`config.mk`:
```
export PLATFORM = sky130hd
export DESIGN_NAME = fetch_sequencer_flat
export DESIGN_NICKNAME = d
export VERILOG_FILES = /design/src/rtl/fetch_sequencer_if.sv /design/src/rtl/fetch_sequencer.sv /design/src/flat_wrapper.sv
export SDC_FILE = /design/constraint.sdc
export NUM_CORES = 1
export LEC_CHECK = 0
export ABC_AREA = 1
export CAP_MARGIN = 20
export CORE_MARGIN = 10
export CORE_UTILIZATION = 40
export CTS_CLUSTER_SIZE = 16
export DETAILED_ROUTE_END_ITERATION = 12
export PLACE_DENSITY = 0.86
export SLEW_MARGIN = 20
export SYNTH_ARGS = -nofsm -noshare
export SYNTH_HDL_FRONTEND = slang
export SYNTH_SLANG_ARGS = --single-unit
```
`constraint.sdc`:
```
create_clock -name clk -period 1.4 [get_ports clk]
set_clock_uncertainty 0.05 [all_clocks]
set_input_delay 0.14 -clock clk [delete_from_list [all_inputs] [get_ports clk]]
set_output_delay 0.14 -clock clk [all_outputs]
set_load 0.02 [all_outputs]
```
`src/rtl/fetch_sequencer_if.sv`:
```
// Bundles the PC-control, instruction-ROM and decode handshake signals
// around the fetch sequencer. The sequencer uses the master view; the
// PC, ROM, decode and execute side use the slave view.
interface fetch_sequencer_if #(
  parameter int ADDR_W  = 5,
  parameter int INSTR_W = 32
);
  // PC control
  logic               pcRst;
  logic               pcLd;
  logic               pcSrc;
  logic               jmp;
  logic [ADDR_W-1:0]  pcOffset;
  logic [ADDR_W-1:0]  pcAddr;
  // Instruction ROM
  logic [ADDR_W-1:0]  imemAddr;
  logic [INSTR_W-1:0] imemData;
  // Decode handshake
  logic [INSTR_W-1:0] instrOut;
  logic               instrValid;
  logic               instrReady;
  // Branch outcome from execute
  logic               brResolved;
  logic               brTaken;

  modport master (
    input  pcAddr, imemData, instrReady, brResolved, brTaken,
    output pcRst, pcLd, pcSrc, jmp, pcOffset, imemAddr, instrOut, instrValid
  );

  modport slave (
    output pcAddr, imemData, instrReady, brResolved, brTaken,
    input  pcRst, pcLd, pcSrc, jmp, pcOffset, imemAddr, instrOut, instrValid
  );
endinterface

```
`src/rtl/fetch_sequencer.sv`:
```
// Fetch sequencer: walks one instruction at a time through
// FETCH -> CAPTURE -> OUT -> UPD, holding in BRWAIT when a conditional
// branch needs its outcome from execute. Every control output is
// registered; only imemAddr passes straight through from the PC.
module fetch_sequencer #(
  parameter int          ADDR_W  = 5,
  parameter int          INSTR_W = 32,
  parameter logic [5:0]  OPC_BR  = 6'b000100,
  parameter logic [5:0]  OPC_J   = 6'b000010
) (
  input  logic              clk,
  input  logic              rstN,
  fetch_sequencer_if.master bus
);

  typedef enum logic [2:0] {
    RST,
    FETCH,
    CAPTURE,
    OUT,
    BRWAIT,
    UPD
  } state_t;

  state_t             state, state_nx;
  logic               pc_rst,    pc_rst_nx;
  logic               pc_ld,     pc_ld_nx;
  logic               pc_src,    pc_src_nx;
  logic               jmp,       jmp_nx;
  logic [ADDR_W-1:0]  pc_offset, pc_offset_nx;
  logic [INSTR_W-1:0] instr,     instr_nx;
  logic               valid,     valid_nx;

  logic [5:0]         opcode;

  assign opcode = instr[INSTR_W-1 -: 6];

  // ROM address follows the PC combinationally so the ROM samples it in FETCH.
  assign bus.imemAddr   = bus.pcAddr;
  assign bus.pcRst      = pc_rst;
  assign bus.pcLd       = pc_ld;
  assign bus.pcSrc      = pc_src;
  assign bus.jmp        = jmp;
  assign bus.pcOffset   = pc_offset;
  assign bus.instrOut   = instr;
  assign bus.instrValid = valid;

  // State and registered outputs; reset aborts any pending branch or jump.
  // NOTE: clocked state uses non-blocking (<=) so every register samples
  // the pre-edge values; the combinational block below uses blocking (=).
  always_ff @(posedge clk or negedge rstN) begin
    if (!rstN) begin
      state     <= RST;
      pc_rst    <= 1'b1;
      pc_ld     <= 1'b0;
      pc_src    <= 1'b0;
      jmp       <= 1'b0;
      pc_offset <= '0;
      instr     <= '0;
      valid     <= 1'b0;
    end else begin
      state     <= state_nx;
      pc_rst    <= pc_rst_nx;
      pc_ld     <= pc_ld_nx;
      pc_src    <= pc_src_nx;
      jmp       <= jmp_nx;
      pc_offset <= pc_offset_nx;
      instr     <= instr_nx;
      valid     <= valid_nx;
    end
  end

  // Next-state and next-output decode for the fetch walk.
  always_comb begin
    // NOTE: every signal gets a default before the case so no path leaves
    // one unassigned, which would otherwise infer a latch.
    state_nx     = state;
    pc_rst_nx    = 1'b0;
    pc_ld_nx     = 1'b0;
    pc_src_nx    = 1'b0;
    jmp_nx       = 1'b0;
    pc_offset_nx = pc_offset;
    instr_nx     = instr;
    valid_nx     = valid;

    unique case (state)
      RST: begin
        state_nx = FETCH;
      end
      FETCH: begin
        state_nx = CAPTURE;
      end
      CAPTURE: begin
        instr_nx = bus.imemData;
        valid_nx = 1'b1;
        state_nx = OUT;
      end
      OUT: begin
        if (valid && bus.instrReady) begin
          valid_nx = 1'b0;
          if (opcode == OPC_J) begin
            pc_ld_nx     = 1'b1;
            jmp_nx       = 1'b1;
            pc_offset_nx = instr[ADDR_W-1:0];
            state_nx     = UPD;
          end else if (opcode == OPC_BR) begin
            pc_offset_nx = instr[ADDR_W-1:0];
            state_nx     = BRWAIT;
          end else begin
            pc_ld_nx = 1'b1;
            state_nx = UPD;
          end
        end
      end
      BRWAIT: begin
        if (bus.brResolved) begin
          pc_ld_nx  = 1'b1;
          pc_src_nx = bus.brTaken;
          state_nx  = UPD;
        end
      end
      UPD: begin
        state_nx = FETCH;
      end
      default: begin
        state_nx = RST;
      end
    endcase
  end

endmodule
```
`src/flat_wrapper.sv`:
```
// flat-port wrapper written by rule: the top's interface ports become plain ports
module fetch_sequencer_flat 
#(
  parameter int          ADDR_W  = 5,
  parameter int          INSTR_W = 32,
  parameter logic [5:0]  OPC_BR  = 6'b000100,
  parameter logic [5:0]  OPC_J   = 6'b000010
)
  (clk, rstN, bus_pcAddr, bus_imemData, bus_instrReady, bus_brResolved, bus_brTaken, bus_pcRst, bus_pcLd, bus_pcSrc, bus_jmp, bus_pcOffset, bus_imemAddr, bus_instrOut, bus_instrValid);
  fetch_sequencer_if #(.ADDR_W(ADDR_W), .INSTR_W(INSTR_W)) bus_i ();
  input  logic clk;
  input  logic rstN;
  input wire logic [$bits(bus_i.pcAddr)-1:0] bus_pcAddr;
  input wire logic [$bits(bus_i.imemData)-1:0] bus_imemData;
  input wire logic [$bits(bus_i.instrReady)-1:0] bus_instrReady;
  input wire logic [$bits(bus_i.brResolved)-1:0] bus_brResolved;
  input wire logic [$bits(bus_i.brTaken)-1:0] bus_brTaken;
  output wire logic [$bits(bus_i.pcRst)-1:0] bus_pcRst;
  output wire logic [$bits(bus_i.pcLd)-1:0] bus_pcLd;
  output wire logic [$bits(bus_i.pcSrc)-1:0] bus_pcSrc;
  output wire logic [$bits(bus_i.jmp)-1:0] bus_jmp;
  output wire logic [$bits(bus_i.pcOffset)-1:0] bus_pcOffset;
  output wire logic [$bits(bus_i.imemAddr)-1:0] bus_imemAddr;
  output wire logic [$bits(bus_i.instrOut)-1:0] bus_instrOut;
  output wire logic [$bits(bus_i.instrValid)-1:0] bus_instrValid;
  assign bus_i.pcAddr = bus_pcAddr;
  assign bus_i.imemData = bus_imemData;
  assign bus_i.instrReady = bus_instrReady;
  assign bus_i.brResolved = bus_brResolved;
  assign bus_i.brTaken = bus_brTaken;
  assign bus_pcRst = bus_i.pcRst;
  assign bus_pcLd = bus_i.pcLd;
  assign bus_pcSrc = bus_i.pcSrc;
  assign bus_jmp = bus_i.jmp;
  assign bus_pcOffset = bus_i.pcOffset;
  assign bus_imemAddr = bus_i.imemAddr;
  assign bus_instrOut = bus_i.instrOut;
  assign bus_instrValid = bus_i.instrValid;
  fetch_sequencer #(.ADDR_W(ADDR_W), .INSTR_W(INSTR_W), .OPC_BR(OPC_BR), .OPC_J(OPC_J)) u_core (.clk(clk), .rstN(rstN), .bus(bus_i));
endmodule
```
==> run_results.csv, run 1 <==
group,metric,value,unit
final_layout,antenna_cells,0,
worst_setup_path,worstSetupPathType,"flip-flop to output pin",
grt,grt_first_pass_wirelength,7940,um
worst_setup_path,path_buf_inv,1,
sta,fmax,759,MHz
floorplanning,die_w,87.3,um
route,drt_wl_total,4850,um
synthesis,synth.cell_area,0.00181,sq mm
worst_setup_path,crit_family,"flip-flops",
synthesis,syn_inst,212,
grt,grt_pass1_vias,1656,
worst_setup_path,slowest_stage,"dfstp_2",
worst_setup_path,start_kind,"flip-flop",
synthesis,synth_cell_type_count,16,
synthesis,synthArstFlopShare,100,%
placement,place.port_buffers,78,
route,vias,1572,
floorplanning,start_util,41.3,%
clock_tree,cts_tree,"built",
clock_tree,cts.sinks,45,
final_layout,final_cell_area,0.00270,sq mm
clock_tree,numCtsBuffers,5,
placement,placed_cell_area,0.00265,sq mm
sta,tns,0,ps
final_layout,final_core_util,61.6,%
route,ant_nets,0,
sta,min_period,1320,ps
route,firstDrtPassIters,4,
synthesis,synth_edf_count,0,
synthesis,ys_seq_area_share,62.2,%
sta,slew_violations,0,
pwr,power.total,0.00582,W
synthesis,synth.avg_cell_area,8.55,sq um
worst_setup_path,required,1210,ps
placement,dp_hpwl,3820,um
floorplanning,die_area,0.00762,sq mm
floorplanning,rows,24,
worst_hold_path,hp-class,"primary input to output pin",
status,status,"finished clean",
grt,grt_use_total,13.0,%
synthesis,synth_top_area_cell,"dfrtp_1",
synthesis,syn_nets,254,
worst_setup_path,crit_arrival,1130,ps
sta,setup_viol,0,
sta,whs,230,ps
synthesis,synth_most_common_cell,"nand2_1",
final_layout,fin_nets,335,
worst_setup_path,path_cells,"dlygate4sd2_1",
synthesis,synthTopCellsByArea,"dfrtp_1, nand2_1, nand3_1, buf_4, nor2_1",
worst_setup_path,critPathMaxStageDelay,510,ps
clock_tree,h-tree-depth,2,
route,drc,0,
route,first_iter_violations,68,
floorplanning,die_h,87.3,um
route,routedWlPerCell,14.0,um
synthesis,synth_seq_cells,45,
final_layout,areaGrowthSynthToFinish,49.2,%
worst_setup_path,endpoint_kind,"output pin",
route,viasPerCell,4.54,
grt,grt_antenna_before_repair,0,
final_layout,drive_gt1_share,7.82,%
clock_tree,clk_latency,290,ps
final_layout,fillers,402,
floorplanning,ios,89,
worst_setup_path,worstPathMaxFanout,1,
clock_tree,cts_max_path_buffers,2,
clock_tree,post_cts_buffers,0,
grt,grt_max_degree,28,
synthesis,yosys-top-cells-count,"nand2_1, dfrtp_1, nand3_1, nor2_1, inv_1",
clock_tree,clock-root-buffer,"clkbuf_8",
sta,hold_viol,0,
floorplanning,coreArea,0.00438,sq mm
pwr,p_leak,1.49,nW
clock_tree,clk_pin_slew_worst_paths,80,ps
pwr,vdd_drop_max,1.01,mV
synthesis,synth_top_area_share,60.8,%
synthesis,ys.warnings.count,0,
pwr,power.density,2150,mW/mm^2
synthesis,synth-main-ff-cell,"dfrtp_1",
sta,fin_crit_sh,94.1,%
placement,place_congestion,0.742,
job,cap_violations,0,
grt,grt_overflow,0,
-- registers in the layout, summed over array words and instances, names as in the netlist --
signal	count
u_core.bus.instrOut	32
u_core.bus.pcOffset	5
u_core.state	3
u_core.bus.instrValid	1
u_core.bus.jmp	1
u_core.bus.pcLd	1
u_core.bus.pcRst	1
u_core.bus.pcSrc	1
-- final cells by class --
class	count	area, sq um	share of cell area, %
Sequential cell	45	1130	41.7
Timing Repair Buffer	85	791	29.3
Multi-Input combinational cell	147	596	22.0
Clock buffer	8	90.1	3.33
Tap cell	52	65.1	2.41
Inverter	9	33.8	1.25
-- metal layers --
| layer | wire length, um | vias up | global-route usage (%) |
|---|---|---|---|
| met5 | 0 | - | 0 |
| met4 | 47 | 0 | 4.49 |
| met3 | 517 | 5 | 6.37 |
| met2 | 2460 | 51 | 21.4 |
| met1 | 1830 | 721 | 14.3 |
| li1 | - | 795 | - |
-- path summary, 6_finish.rpt --
path | from | endpoint | slack (ps) | depth (start not counted)
max | u_core.bus.pcRst$_DFF_PN1_ | bus_pcRst | 80 | 1
min | bus_pcAddr[4] | bus_imemAddr[4] | 230 | 0
max reg2reg | u_core.state[2]$_DFFE_PN0P_ | u_core.bus.pcOffset[1]$_DFFE_PN0P_ | 110 | 6
min reg2reg | u_core.bus.instrOut[9]$_DFFE_PN0P_ | u_core.bus.instrOut[9]$_DFFE_PN0P_ | 430 | 2
max in group asynchronous | rstN | u_core.bus.instrOut[3]$_DFFE_PN0P_ | 520 | 3
min in group asynchronous | rstN | u_core.bus.instrOut[24]$_DFFE_PN0P_ | 290 | 2
-- metrics by stage --
| stage | instances | worst slack (ps) |
|---|---|---|
| after global routing | 346 | -0.548 |
| final | 346 | 82.8 |
| after detailed placement | 337 | 50.9 |
| after CTS | 346 | 61.5 |
| after floorplan | 212 | 168 |
| after global placement | 337 | 98.5 |
-- layout by cell type (no fill, tap or decap) --
cell and n:
buf_2 1, nor2_1 8, buf_12 1, dfrtp_1 44, inv_1 7, clkbuf_1 2, o21ai_0 2, clkbuf_8 6
nor2_4 1, nand3_1 10, nor2_2 2, nand2_2 3, nand2_1 118, o22ai_1 1, dfstp_2 1, nand3_2 1
buf_4 5, clkdlybuf4s50_1 35, inv_2 2, dlygate4sd3_1 1, dlygate4sd2_1 42, conb_1 1
-- logic make-up (layout without fill, tap and decap cells) --
family,Yosys count,in the layout,share of synthesized area (%)
AO/OA/AOI/OAI,3,3,0.898
buffers and inverters,20,102,5.46
flip-flops,45,45,62.2
other,1,1,0.207
AND/OR/NAND/NOR,143,143,31.2
-- what timing repair did --
item                                    4_1_cts  5_1_grt
hold buffers                                  1        0
endpoints found under the setup margin       42        5
gates resized for setup                      42        3
hold endpoints to repair                     17        0
-- power by group --
group / leakage [nW] / switching, W / internal [W] / total (W)
clock network: 0.0455 / 0.000405 / 0.000403 / 0.000808
logic: 0.885 / 0.00173 / 0.00105 / 0.00278
registers: 0.560 / 0.000364 / 0.00186 / 0.00223
No activity file was read; power rests on OpenSTA's default activity.
==> run 2: changes to the inputs <==
--- a/config.mk
+++ b/config.mk
@@ -6,12 +6,12 @@
 export NUM_CORES = 1
 export LEC_CHECK = 0
 export ABC_AREA = 1
-export CAP_MARGIN = 20
+export CAP_MARGIN = 10
 export CORE_MARGIN = 10
 export CORE_UTILIZATION = 40
 export CTS_CLUSTER_SIZE = 16
 export DETAILED_ROUTE_END_ITERATION = 12
-export PLACE_DENSITY = 0.86
+export PLACE_DENSITY = 0.82
 export SLEW_MARGIN = 20
 export SYNTH_ARGS = -nofsm -noshare
 export SYNTH_HDL_FRONTEND = slang
==> run 2 against run 1 <==
First-iteration DRC count shrank 43%. Cell area shrank 0.51%. Die area is the same. Routed wire length shrank 3.0%. Via count shrank 2.0%. Fmax is essentially flat. Sequential power is essentially flat. Combinational power is essentially flat. Sequential share of layout area grew 0.21 points. Largest power group unchanged.
==> run_results.csv, run 2 (synthesis results as in run 1) <==
group,metric,value,unit
pwr,comb_power_share,48.2,%
clock_tree,h-tree-depth,2,
final_layout,fin_nets,335,
grt,met3_usage,6.55,%
grt,grt_antenna_before_repair,0,
clock_tree,numCtsBuffers,5,
pwr,pwr-share-clk,13.0,%
grt,grt_use_total,12.7,%
worst_setup_path,path_cells,"dlygate4sd2_1",
route,ant_nets,0,
clock_tree,post_cts_buffers,0,
route,routedWlPerCell,13.6,um
worst_setup_path,slowest_stage,"dfstp_2",
placement,dpl_worst_slack,48.4,ps
floorplanning,start_util,41.3,%
final_layout,multi_input_area,591,sq um
worst_hold_path,min_from,"bus_pcAddr[0]",
grt,grt_first_pass_wirelength,7820,um
final_layout,antenna_cells,0,
sta,hold_viol,0,
worst_setup_path,endpoint_kind,"output pin",
sta,maxSlewHeadroom,65.4,%
sta,fin_crit_sh,94.1,%
worst_setup_path,critPathMaxStageDelay,520,ps
worst_setup_path,r2r-start,"u_core.bus.instrOut[31]$_DFFE_PN0P_",
worst_setup_path,start_kind,"flip-flop",
worst_setup_path,path_buf_inv,1,
clock_tree,clk_pin_slew_worst_paths,70,ps
sta,tightest_slew,519,ps
route,vias,1541,
placement,place_congestion,0.736,
final_layout,layout_commonest_cell,"nand2_1",
route,first_iter_violations,39,
grt,globalRouteMet1Util,14.6,%
sta,setup_viol,0,
worst_setup_path,r2r_end,"u_core.bus.pcOffset[2]$_DFFE_PN0P_",
final_layout,seqCellArea,0.00113,sq mm
grt,grt_pass1_vias,1589,
worst_setup_path,required,1210,ps
floorplanning,die_area,0.00762,sq mm
pwr,vdd_drop_max,1.13,mV
sta,rsz0062_at_grt,"no",
final_layout,areaGrowthSynthToFinish,48.4,%
worst_setup_path,crit_family,"flip-flops",
status,status,"finished clean",
grt,busiest_layer,"met2",
final_layout,final_cell_mix,"nand2_1, dfrtp_1, dlygate4sd2_1, clkdlybuf4s50_1, nand3_1",
pwr,intPower,0.00326,W
worst_setup_path,r2r_cells,7,
clock_tree,cts_max_path_buffers,2,
sta,fmax,759,MHz
grt,met2_usage,20.4,%
route,viasPerCell,4.45,
worst_setup_path,worstPathMaxFanout,1,
job,cap_violations,0,
route,drc,0,
final_layout,fillers,389,
sta,tns,0,ps
clock_tree,clk_latency,290,ps
pwr,power.density,2140,mW/mm^2
grt,grt_max_degree,24,
placement,place.port_buffers,78,
final_layout,drive_gt1_share,7.82,%
floorplanning,rows,24,
clock_tree,cts.sinks,45,
floorplanning,ios,89,
sta,slew_violations,0,
worst_setup_path,ff2ff_setup_slack,120,ps
grt,grt_overflow,0,
pwr,p_leak,1.49,nW
worst_setup_path,worstSetupPathType,"flip-flop to output pin",
floorplanning,die_h,87.3,um
sta,min_period,1320,ps
floorplanning,die_w,87.3,um
pwr,swShare,43.3,%
pwr,p_sw,0.00249,W
pwr,pwr-share-seq,38.8,%
worst_hold_path,hp-class,"primary input to output pin",
clock_tree,clock-root-buffer,"clkbuf_8",
route,drt_wl_total,4710,um
worst_setup_path,crit_arrival,1130,ps
floorplanning,coreArea,0.00438,sq mm
placement,dp_hpwl,3740,um
sta,fin_ws,81.9,ps
worst_hold_path,holdPathEnd,"bus_imemAddr[0]",
final_layout,largest_reg_flops,32,
worst_hold_path,holdPathStages,0,
route,firstDrtPassIters,4,
clock_tree,cts_tree,"built",
-- run 2: layout make-up --
type | instances | share of cell area, %
Clock buffer | 7 | 2.84
Clock inverter | 1 | 0.186
Inverter | 9 | 1.26
Multi-Input combinational cell | 147 | 22.0
Sequential cell | 45 | 41.9
Tap cell | 52 | 2.42
Timing Repair Buffer | 85 | 29.4
-- run 2: power by group through the flow --
stage | clock (W) | combinational, W | sequential [W]
floorplan | 0 | 0.00105 | 0.00284
global placement | 0 | 0.00310 | 0.00224
detailed placement | 0 | 0.00319 | 0.00226
CTS | 0.000776 | 0.00283 | 0.00223
global route | 0.000847 | 0.00307 | 0.00231
finish | 0.000748 | 0.00277 | 0.00223
-- run 2: worst reg2reg max path, stage by stage, from the launching register on --
cell and delay [ps]:
dfrtp_1 420, nor2_2 150, nand2_1 90, nor2_1 140, nand2_2 130, nand2_2 120
nand2_1 60, nand2_1 60
-- run 2: how the worst max path moves through the flow --
stage	startpoint	to	slack, ps	depth (start not counted)
finish	u_core.bus.pcRst$_DFF_PN1_	bus_pcRst	80	1
detailed placement	bus_instrReady	u_core.bus.pcOffset[0]$_DFFE_PN0P_	50	7
global route	u_core.bus.instrOut[26]$_DFFE_PN0P_	u_core.bus.pcOffset[2]$_DFFE_PN0P_	7	7
global placement	bus_instrReady	u_core.bus.pcOffset[2]$_DFFE_PN0P_	90	7
CTS	u_core.bus.pcRst$_DFF_PN1_	bus_pcRst	60	1
floorplan	u_core.bus.instrOut[26]$_DFFE_PN0P_	u_core.bus.pcOffset[0]$_DFFE_PN0P_	170	7
-- run 2: metrics by stage --
step	hold slack [ps]	util, %	area (sq um)	power (W)	std cells
after floorplan	-206	-	1810	0.00388	212
after global placement	96.2	60.3	2650	0.00534	337
after detailed placement	99.7	60.3	2650	0.00545	337
after CTS	230	61.2	2680	0.00584	346
after global routing	230	61.3	2690	0.00623	346
final	230	61.3	2690	0.00575	346
-- run 2: routing by layer --
layer / up-vias / wire length, um
met5: - / 0
met4: 0 / 38
met3: 6 / 436
met2: 45 / 2270
met1: 695 / 1960
li1: 795 / -
-- run 2: timing repair --
action                     in CTS  in global routing
resized for setup              42                  2
hold buffers                    1                  0
hold endpoints to repair       21                  0
setup endpoints to repair      42                  5
